`src/rtl/seg_scan_reader.sv`:
```
`default_nettype none
// ============================================================================
// Module      : seg_scan_reader
// Description : Reads back a multiplexed, scanned 7-segment display bus and
//               rebuilds the hex nibble shown on each digit. Inputs are
//               synchronized, held until stable, inverse-mapped through the
//               team segment table, and a one-cycle pulse marks each frame in
//               which every digit has been captured.
// Ports       : clk         - system clock
//               rst         - asynchronous reset, active-high
//               seg_in      - segment lines a..g on bits 0..6, active-high
//               an_in       - digit enables, active-high, expected one-hot
//               nibbles_out - decoded nibbles, digit i at [4i+3:4i]
//               blank_out   - digit i last captured with all segments off
//               err_out     - digit i last captured with an unknown pattern
//               frame_valid - one-cycle pulse when all digits were captured
// Revision    : 1.0 - initial release
// ============================================================================
module seg_scan_reader #(
  parameter int NDIG   = 4,
  parameter int STABLE = 4
) (
  input  logic                 clk,
  input  logic                 rst,
  input  logic [6:0]           seg_in,
  input  logic [NDIG-1:0]      an_in,
  output logic [4*NDIG-1:0]    nibbles_out,
  output logic [NDIG-1:0]      blank_out,
  output logic [NDIG-1:0]      err_out,
  output logic                 frame_valid
);

  localparam int SW = NDIG + 7;
  localparam int CW = $clog2(STABLE + 1);
  localparam logic [CW-1:0] C_CNT_MAX = CW'(STABLE);
  localparam logic [CW-1:0] C_CNT_CAP = CW'(STABLE - 1);

  // Returns {hit, nibble}; hit is clear for any pattern outside the table.
  function automatic logic [4:0] seg_decode(input logic [6:0] seg);
    logic [4:0] r;
    r = 5'h00;
    case (seg)
      7'h3F: r = {1'b1, 4'h0};
      7'h06: r = {1'b1, 4'h1};
      7'h5B: r = {1'b1, 4'h2};
      7'h4F: r = {1'b1, 4'h3};
      7'h66: r = {1'b1, 4'h4};
      7'h6D: r = {1'b1, 4'h5};
      7'h7D: r = {1'b1, 4'h6};
      7'h07: r = {1'b1, 4'h7};
      7'h7F: r = {1'b1, 4'h8};
      7'h6F: r = {1'b1, 4'h9};
      7'h77: r = {1'b1, 4'hA};
      7'h74: r = {1'b1, 4'hB};
      7'h7A: r = {1'b1, 4'hC};
      7'h5E: r = {1'b1, 4'hD};
      7'h79: r = {1'b1, 4'hE};
      7'h71: r = {1'b1, 4'hF};
      default: r = 5'h00;
    endcase
    return r;
  endfunction

  logic [SW-1:0]     sync1_q, sync2_q;
  logic [SW-1:0]     held_q, held_d;
  logic [CW-1:0]     cnt_q, cnt_d;
  logic [NDIG-1:0]   seen_q, seen_d;
  logic [4*NDIG-1:0] nibbles_q, nibbles_d;
  logic [NDIG-1:0]   blank_q, blank_d;
  logic [NDIG-1:0]   err_q, err_d;
  logic              frame_valid_q, frame_valid_d;

  logic [NDIG-1:0]   held_an;
  logic [6:0]        held_seg;
  logic              same;
  logic              an_onehot;
  logic              capture;
  logic [4:0]        dec;
  logic [3:0]        cap_nib;
  logic              cap_blank;
  logic              cap_err;
  logic              frame_full;

  always_comb begin
    held_an  = held_q[SW-1:7];
    held_seg = held_q[6:0];
    same     = (sync2_q == held_q);

    held_d = held_q;
    cnt_d  = cnt_q;
    if (!same) begin
      held_d = sync2_q;
      cnt_d  = '0;
    end else if (cnt_q < C_CNT_MAX) begin
      cnt_d = cnt_q + 1'b1;
    end

    an_onehot = (held_an != '0) && ((held_an & (held_an - NDIG'(1))) == '0);
    // The STABLE-1 -> STABLE step happens once per stable period, so a
    // saturated counter never re-captures an unchanged value.
    capture = same && (cnt_q == C_CNT_CAP) && an_onehot;

    dec       = seg_decode(held_seg);
    cap_nib   = dec[4] ? dec[3:0] : 4'h0;
    cap_blank = !dec[4] && (held_seg == 7'h00);
    cap_err   = !dec[4] && (held_seg != 7'h00);

    // The frame pulse follows the edge at which seen filled up; a capture on
    // the clearing edge belongs to the new frame.
    frame_full    = &seen_q;
    frame_valid_d = frame_full;
    seen_d        = frame_full ? '0 : seen_q;

    nibbles_d = nibbles_q;
    blank_d   = blank_q;
    err_d     = err_q;
    for (int i = 0; i < NDIG; i++) begin
      if (capture && held_an[i]) begin
        seen_d[i]           = 1'b1;
        nibbles_d[4*i +: 4] = cap_nib;
        blank_d[i]          = cap_blank;
        err_d[i]            = cap_err;
      end
    end
  end

  always_ff @(posedge clk or posedge rst) begin
    if (rst) begin
      sync1_q       <= '0;
      sync2_q       <= '0;
      held_q        <= '0;
      cnt_q         <= '0;
      seen_q        <= '0;
      nibbles_q     <= '0;
      blank_q       <= '0;
      err_q         <= '0;
      frame_valid_q <= 1'b0;
    end else begin
      sync1_q       <= {an_in, seg_in};
      sync2_q       <= sync1_q;
      held_q        <= held_d;
      cnt_q         <= cnt_d;
      seen_q        <= seen_d;
      nibbles_q     <= nibbles_d;
      blank_q       <= blank_d;
      err_q         <= err_d;
      frame_valid_q <= frame_valid_d;
    end
  end

  assign nibbles_out = nibbles_q;
  assign blank_out   = blank_q;
  assign err_out     = err_q;
  assign frame_valid = frame_valid_q;

endmodule
`default_nettype wire

```
`config.mk`:
```
export PLATFORM = sky130hd
export DESIGN_NAME = seg_scan_reader
export DESIGN_NICKNAME = d
export VERILOG_FILES = /design/src/rtl/seg_scan_reader.sv
export SDC_FILE = /design/constraint.sdc
export NUM_CORES = 1
export LEC_CHECK = 0
export CORE_MARGIN = 2
export CORE_UTILIZATION = 53
export CTS_BUF_LIST = sky130_fd_sc_hd__clkbuf_16
export CTS_CLUSTER_DIAMETER = 40
export DETAILED_ROUTE_END_ITERATION = 10
export GPL_TIMING_DRIVEN = 0
export HOLD_SLACK_MARGIN = 0.12
export PLACE_DENSITY_LB_ADDON = 0.05
export SETUP_SLACK_MARGIN = 0.3
export SYNTH_ARGS = -nofsm -noshare
export SYNTH_HDL_FRONTEND = slang
export SYNTH_SLANG_ARGS = --single-unit
```
`constraint.sdc`:
```
create_clock -name clk -period 2.9 [get_ports clk]
set_input_delay 0.29 -clock clk [delete_from_list [all_inputs] [get_ports clk]]
set_output_delay 0.29 -clock clk [all_outputs]
set_load 0.01 [all_outputs]
```
==> results of run 1 <==
logic make-up after synthesis:
kind of cell | synth area share, %
AO/OA/AOI/OAI | 4.08
XOR/XNOR | 5.04
adder cells (fa/ha/maj) | 0.960
buffers and inverters | 4.52
flip-flops | 62.4
multiplexers | 10.7
AND/OR/NAND/NOR | 12.2
per-layer routing:
metal | part of all wire (%) | up-vias
met2 | 49 | 49
met3 | 4.8 | 11
met4 | 3.0 | 0
met5 | 0 | -
met1 | 43 | 779
li1 | - | 807
worst min path at each step:
| stage | to | slack [ns] |
|---|---|---|
| after detailed placement | sync2_q[5] | 0.33 |
| final | sync1_q[9] | 0.29 |
| after CTS | sync1_q[9] | 0.31 |
| after global routing | sync2_q[6] | 0.35 |
| after global placement | sync2_q[4] | 0.33 |
| after floorplan | sync1_q[0] | 0.32 |
through the flow:
step	hold slack (ns)	power [W]	setup WS (ns)	utilization, %	std cells
6_report	0.295	0.00203	0.537	71.1	328
3_3_place_gp	0.332	0.00106	-0.0286	64.8	312
2_1_floorplan	0.321	0.00102	0.799	-	208
4_1_cts	0.307	0.00205	0.480	71.1	328
5_1_grt	0.350	0.00210	0.365	71.1	328
3_5_place_dp	0.335	0.00106	0.489	65.2	313
power by group through the flow:
| stage | combinational (W) | clock, W | sequential, W |
|---|---|---|---|
| after floorplan | 0.0000644 | 0 | 0.000959 |
| after global placement | 0.0000943 | 0 | 0.000962 |
| after detailed placement | 0.000100 | 0 | 0.000963 |
| after CTS | 0.000101 | 0.00100 | 0.000948 |
| after global routing | 0.000112 | 0.00104 | 0.000950 |
| final | 0.0000991 | 0.000984 | 0.000948 |
cell usage in the layout, fill, tap and decap left out, types with 2 or more instances in the layout:
master,count
mux2_1,8
ha_1,2
mux2i_1,5
nor3b_1,3
clkbuf_16,9
clkbuf_1,16
mux2_2,11
o31ai_1,2
and3_1,2
nor3_1,4
nand3_1,5
clkdlybuf4s50_1,37
nor4_1,4
dfrtp_1,65
buf_1,2
or4_1,3
nand4_1,2
a21oi_1,3
nor2_1,6
buf_2,4
clkinv_1,2
nand4b_1,3
xor2_1,14
nand2_1,12
o21ai_0,2
nand2b_1,7
inv_1,9
state kept, by name, summed over array words and instances (netlist names):
signal,flops
err_out,4
sync1_q,11
blank_out,4
held_q,11
frame_valid,1
seen_q,4
nibbles_out,16
sync2_q,11
cnt_q,3
cells in the mapped netlist:
master	instances
dfrtp_1	65
clkbuf_1	16
xor2_1	14
nand2_1	12
mux2_2	11
inv_1	8
mux2_1	8
nand2b_1	7
nor2_1	6
mux2i_1	5
nand3_1	5
buf_2	4
nor3_1	4
nor4_1	4
a21oi_1	3
nand4b_1	3
nor3b_1	3
or4_1	3
and3_1	2
buf_1	2
ha_1	2
nand4_1	2
o21ai_0	2
o31ai_1	2
a21o_1	1
and4b_1	1
mux2_4	1
nor2b_1	1
nor3_2	1
nor4b_1	1
o2111ai_1	1
o221ai_1	1
o22ai_1	1
o311ai_0	1
o31a_1	1
o32ai_1	1
o41ai_1	1
or3_1	1
xnor2_1	1
final cells by class:
cell class | count | area, µm²
buffer | 22 | 87.6
clock buffer | 9 | 225
clock inverter | 6 | 52.6
fill | 355 | 1370
inverter | 8 | 30.0
multi-input combinational | 113 | 861
sequential | 65 | 1630
tap | 67 | 83.8
timing repair buffer | 38 | 390
critical path, stage by stage (launching register included):
cell and delay, ns:
dfrtp_1 0.45, xor2_1 0.19, nor4_1 0.29, nand3_1 0.28
or4_1 0.52, buf_2 0.20, mux2_1 0.32
==> results by group, run 1 <==
Global routing
  • Gr busiest metal: met2
  • Total gr overflow: 0
  • Total Routing Usage GR: 18.4%
  • Initial antenna violation count: 0
  • First-pass GRT wire length: 7.41 mm
  • Met2 Use GR: 30.3%
  • M3 GR Usage: 4.07%
  • GR Util met1: 22.4%
  • Largest net degree at the start of global routing: 45
  • Vias in the first global route: 1650

Power
  • Part of the power in registers: 46.7%
  • Gate power share: 4.9%
  • Switching share of power: 20.2%
  • Internal: 0.00162 W
  • Peak VDD IR: 681 µV
  • Clock Power Share: 48.4%
  • Sw Pwr: 0.000410 W
  • Leakage power: 1.56 nW
  • P per Cell Area: 605 mW/mm²

STA
  • Achievable Freq: 423 MHz
  • Fin crit period: 2.36 ns
  • Worst Tran Pin Value: 0.792 ns
  • Share of the clock period used by the worst path: 81.5%
  • Final Hold Vio Count: 0
  • Slew Limit Headroom: 46.5%
  • Final setup vio count: 0
  • Slew Viols, Final: 0
  • RSZ-0062 raised after global routing: false
  • Setup TNS: 0 ns
  • Final Skew: 0.00468 ns

Synth
  • Leading post-synthesis cells by cell area: dfrtp_1 (62%), mux2_2 (4.8%), xor2_1 (4.7%)
  • Largest area contributor in the netlist: dfrtp_1
  • Register area share after synthesis: 62.4%
  • Synth warn: 0
  • Post-synthesis instance total: 208
  • Flop and latch count out of synthesis: 65
  • Syn nets: 223
  • Syn Std Cell Area: 0.00260 mm²
  • Post-synth cell types: 39
  • Share of the synthesized area in the top cell type: 62.4%
  • Synth Area per Inst: 12.5 µm²

Place
  • Dpl cell area: 0.00308 mm²
  • Post-DP HPWL: 3.07 mm
  • # port buffers: 37
  • GP Congestion: 0.797

Route
  • Drt wl/cell: 13.2 µm
  • First DRT Iteration DRCs: 61
  • Final ANT Viol Nets: 0
  • Via count: 1646
  • WL final: 4.34 mm
  • DR pass1 iterations: 4
  • Drt via density: 5.02
  • DRC Markers: 0

Clock network
  • CTS Sinks: 65
  • CTS max path bufs: 2
  • Clock latency on the worst-skew pair: 0.32 ns
  • CTS H-tree lvls: 3
  • Setup repair bufs after CTS: 0
  • Hold_buf cts: 0
  • CTS tree: done
  • Reg clk slew, reported paths: 0.05 ns
  • Post-cts sizing count: 0
  • Root Driver: clkbuf_16
  • Cts bufs inserted: 9

Cells and area
  • Finished layout cell area: 0.00336 mm²
  • Layout area overhead: 28.9%
  • Layout cells sized above 1: 11.5%
  • Antenna diodes: 0
  • Layout Nets: 272

Critical path
  • CP arrival: 2.56 ns
  • Crit start category: flip-flop
  • Reg2reg setup slack: 0.54 ns
  • Critical Path Start: held_q[0]
  • Setup crit end: nibbles_out[10]
  • Reg2reg path depth: 6
  • Data required time of the critical path: 3.10 ns
  • Critical Path End Type: flip-flop
  • Worst R2R End: nibbles_out[10]
  • CP max FO: 7
  • R2r startpoint: held_q[0]
  • CP Class: reg2reg

Flow run
  • # Max-Cap Violations: 0

Floorplan
  • Die area: 0.00549 mm²
  • Die H: 74.1 µm
  • Core Region: 0.00472 mm²
  • Die width: 74.1 µm
  • Starting density of the core: 55.2%
  • Num ports: 38
  • Rows: 25

Outcome
  • Status: complete, no violations

Worst hold path
  • Min-delay worst type: in2async
(Power assumes the default switching activity.)
==> run 2: changes to the inputs <==
CORE_UTILIZATION = 48   (was 53)
clock period = 2 ns   (was 2.9 ns; I/O delays follow)
==> results by group, run 2 (same netlist as run 1, synthesis figures left out) <==
Place
  • Dpl cell area: 0.00311 mm² (was 0.00308 mm²)
  • Post-DP HPWL: 3.03 mm (was 3.07 mm)
  • GP Congestion: 0.821 (was 0.797)
  • # port buffers: 37 (unchanged)
  • Dpl cells: 315 (was 313)

Critical path
  • Crit path cell chain: xor2_1, nor4_2, nand3_2, or4_4, buf_6, mux2_1 (was xor2_1, nor4_1, nand3_1, or4_1, buf_2, mux2_1)
  • CP Class: reg2reg (unchanged)
  • CP arrival: 2.29 ns (was 2.56 ns)
  • Worst-path cell with the longest stage delay: or4_4 (was or4_1)
  • Crit path buffers/inverters: 1 (unchanged)
  • Top cell family by delay on the critical path: simple AND/OR/NAND/NOR gates (unchanged)
  • Critical Path End Type: flip-flop (unchanged)
  • CP max FO: 7 (unchanged)
  • Data required time of the critical path: 2.20 ns (was 3.10 ns)
  • Worst path max stage delay: 0.44 ns (was 0.52 ns)
  • Crit start category: flip-flop (unchanged)

Route
  • Drt wl/cell: 13.7 µm (was 13.2 µm)
  • Final ANT Viol Nets: 0 (unchanged)
  • First DRT Iteration DRCs: 80 (was 61)
  • Drt via density: 5.16 (was 5.02)
  • Via count: 1753 (was 1646)
  • WL final: 4.66 mm (was 4.34 mm)
  • DRC Markers: 0 (unchanged)
  • DR pass1 iterations: 4 (unchanged)

STA
  • Slew Limit Headroom: 52.5% (was 46.5%)
  • Slew Viols, Final: 0 (unchanged)
  • Worst Tran Pin Value: 0.711 ns (was 0.792 ns)
  • Fin crit period: 2.10 ns (was 2.36 ns)
  • Final Skew: 0.00466 ns (was 0.00468 ns)
  • Final worst-path setup slack: -0.0973 ns (was 0.537 ns)
  • Setup TNS: -1.43 ns (was 0 ns)
  • RSZ-0062 raised after global routing: true (was false)
  • Achievable Freq: 477 MHz (was 423 MHz)
  • Final Hold Vio Count: 0 (unchanged)
  • Share of the clock period used by the worst path: 105% (was 81.5%)
  • Min Hold Slack: 0.317 ns (was 0.295 ns)
  • Final setup vio count: 22 (was 0)

Global routing
  • Total gr overflow: 0 (unchanged)
  • Largest net degree at the start of global routing: 66 (was 45)
  • Total Routing Usage GR: 16.9% (was 18.4%)
  • Vias in the first global route: 1695 (was 1650)
  • Initial antenna violation count: 0 (unchanged)
  • First-pass GRT wire length: 7.83 mm (was 7.41 mm)

Clock network
  • Cts bufs inserted: 9 (unchanged)
  • CTS Sinks: 65 (unchanged)
  • CTS H-tree lvls: 3 (unchanged)
  • Root Driver: clkbuf_16 (unchanged)
  • CTS tree: done (unchanged)
  • Clock latency on the worst-skew pair: 0.32 ns (about the same)
  • CTS max path bufs: 2 (unchanged)
  • Reg clk slew, reported paths: 0.05 ns (about the same)

Cells and area
  • Max FFs per register: 16 (unchanged)
  • Antenna diodes: 0 (unchanged)
  • Commonest non-fill, non-tap cell in the layout: dfrtp_1 (unchanged)
  • Finished layout cell area: 0.00354 mm² (was 0.00336 mm²)
  • Most frequent cells in the layout: dfrtp_1 (63), clkdlybuf4s50_1 (37), clkbuf_1 (14), xor2_1 (14), nand2_1 (12) (was dfrtp_1 (65), clkdlybuf4s50_1 (37), clkbuf_1 (16))
  • Final core utilization: 68.5% (was 71.1%)
  • Layout area overhead: 36.0% (was 28.9%)
  • Layout Nets: 280 (was 272)
  • Layout Cells excl Fill: 340 (was 328)
  • Layout cells sized above 1: 21.5% (was 11.5%)

Power
  • P per Cell Area: 846 mW/mm² (was 605 mW/mm²)
  • Peak VDD IR: 631 µV (was 681 µV)
  • Leakage power: 1.64 nW (was 1.56 nW)

Floorplan
  • Die area: 0.00603 mm² (was 0.00549 mm²)
  • Rows: 26 (was 25)
  • Starting density of the core: 50.4% (was 55.2%)
  • Die width: 77.7 µm (was 74.1 µm)
  • Core Region: 0.00517 mm² (was 0.00472 mm²)
  • Die H: 77.7 µm (was 74.1 µm)
  • Num ports: 38 (unchanged)

Outcome
  • Failing checks: negative setup slack
  • Status: finished with violations (was complete, no violations)

Worst hold path
  • Min-delay worst type: in2reg (was in2async)

Flow run
  • # Max-Cap Violations: 0 (unchanged)
==> run 2: where the power goes <==
| group | internal [W] | switching, W | leakage [nW] | total (W) |
|---|---|---|---|---|
| combinational | 0.0000693 | 0.0000902 | 0.673 | 0.000159 |
| clock | 0.000948 | 0.000516 | 0.140 | 0.00146 |
| sequential | 0.00135 | 0.0000226 | 0.830 | 0.00137 |
==> run 2: final timing paths <==
check                                start        endpoint  slack, ns  cells after the start
worst min-delay path              an_in[3]     sync1_q[10]       0.32                      1
worst max register to register  sync2_q[9]  nibbles_out[6]       -0.1                      6
worst max-delay path            sync2_q[9]  nibbles_out[6]       -0.1                      6
min in group asynchronous              rst  nibbles_out[6]       0.35                      2
max in group asynchronous              rst       held_q[2]       1.06                      3
worst min register to register  sync1_q[2]      sync2_q[2]       0.35                      0
==> run 2: cell type report <==
class	count	area, µm²
Buffer	22	119
Clock buffer	9	225
Clock inverter	7	62.6
Fill cell	370	1630
Inverter	8	33.8
Multi-Input combinational cell	113	927
Sequential cell	65	1630
Tap cell	70	87.6
Timing Repair Buffer	46	458
==> run 2: repair_timing <==
| item | CTS | global route |
|---|---|---|
| gates resized for setup | 13 | 6 |
| hold buffers | 0 | 0 |
| endpoints found under the setup margin | 28 | 31 |
| pin swaps | 4 | 1 |
| setup buffers | 8 | 0 |
==> run 2: metrics by stage <==
stage | power [W] | worst slack [ns]
after detailed placement | 0.00154 | -0.454
after floorplan | 0.00149 | -0.0754
after CTS | 0.00303 | -0.101
final | 0.00300 | -0.0973
after global routing | 0.00312 | -0.192
after global placement | 0.00154 | -0.470
==> run 2: layer usage <==
| layer | share of wire, % | GRT usage (%) | up-vias |
|---|---|---|---|
| met2 | 49 | 25.8 | 56 |
| met4 | 3.1 | 10.7 | 0 |
| li1 | - | - | 825 |
| met5 | 0 | 0 | - |
| met1 | 43 | 21.6 | 859 |
| met3 | 4.9 | 4.30 | 13 |
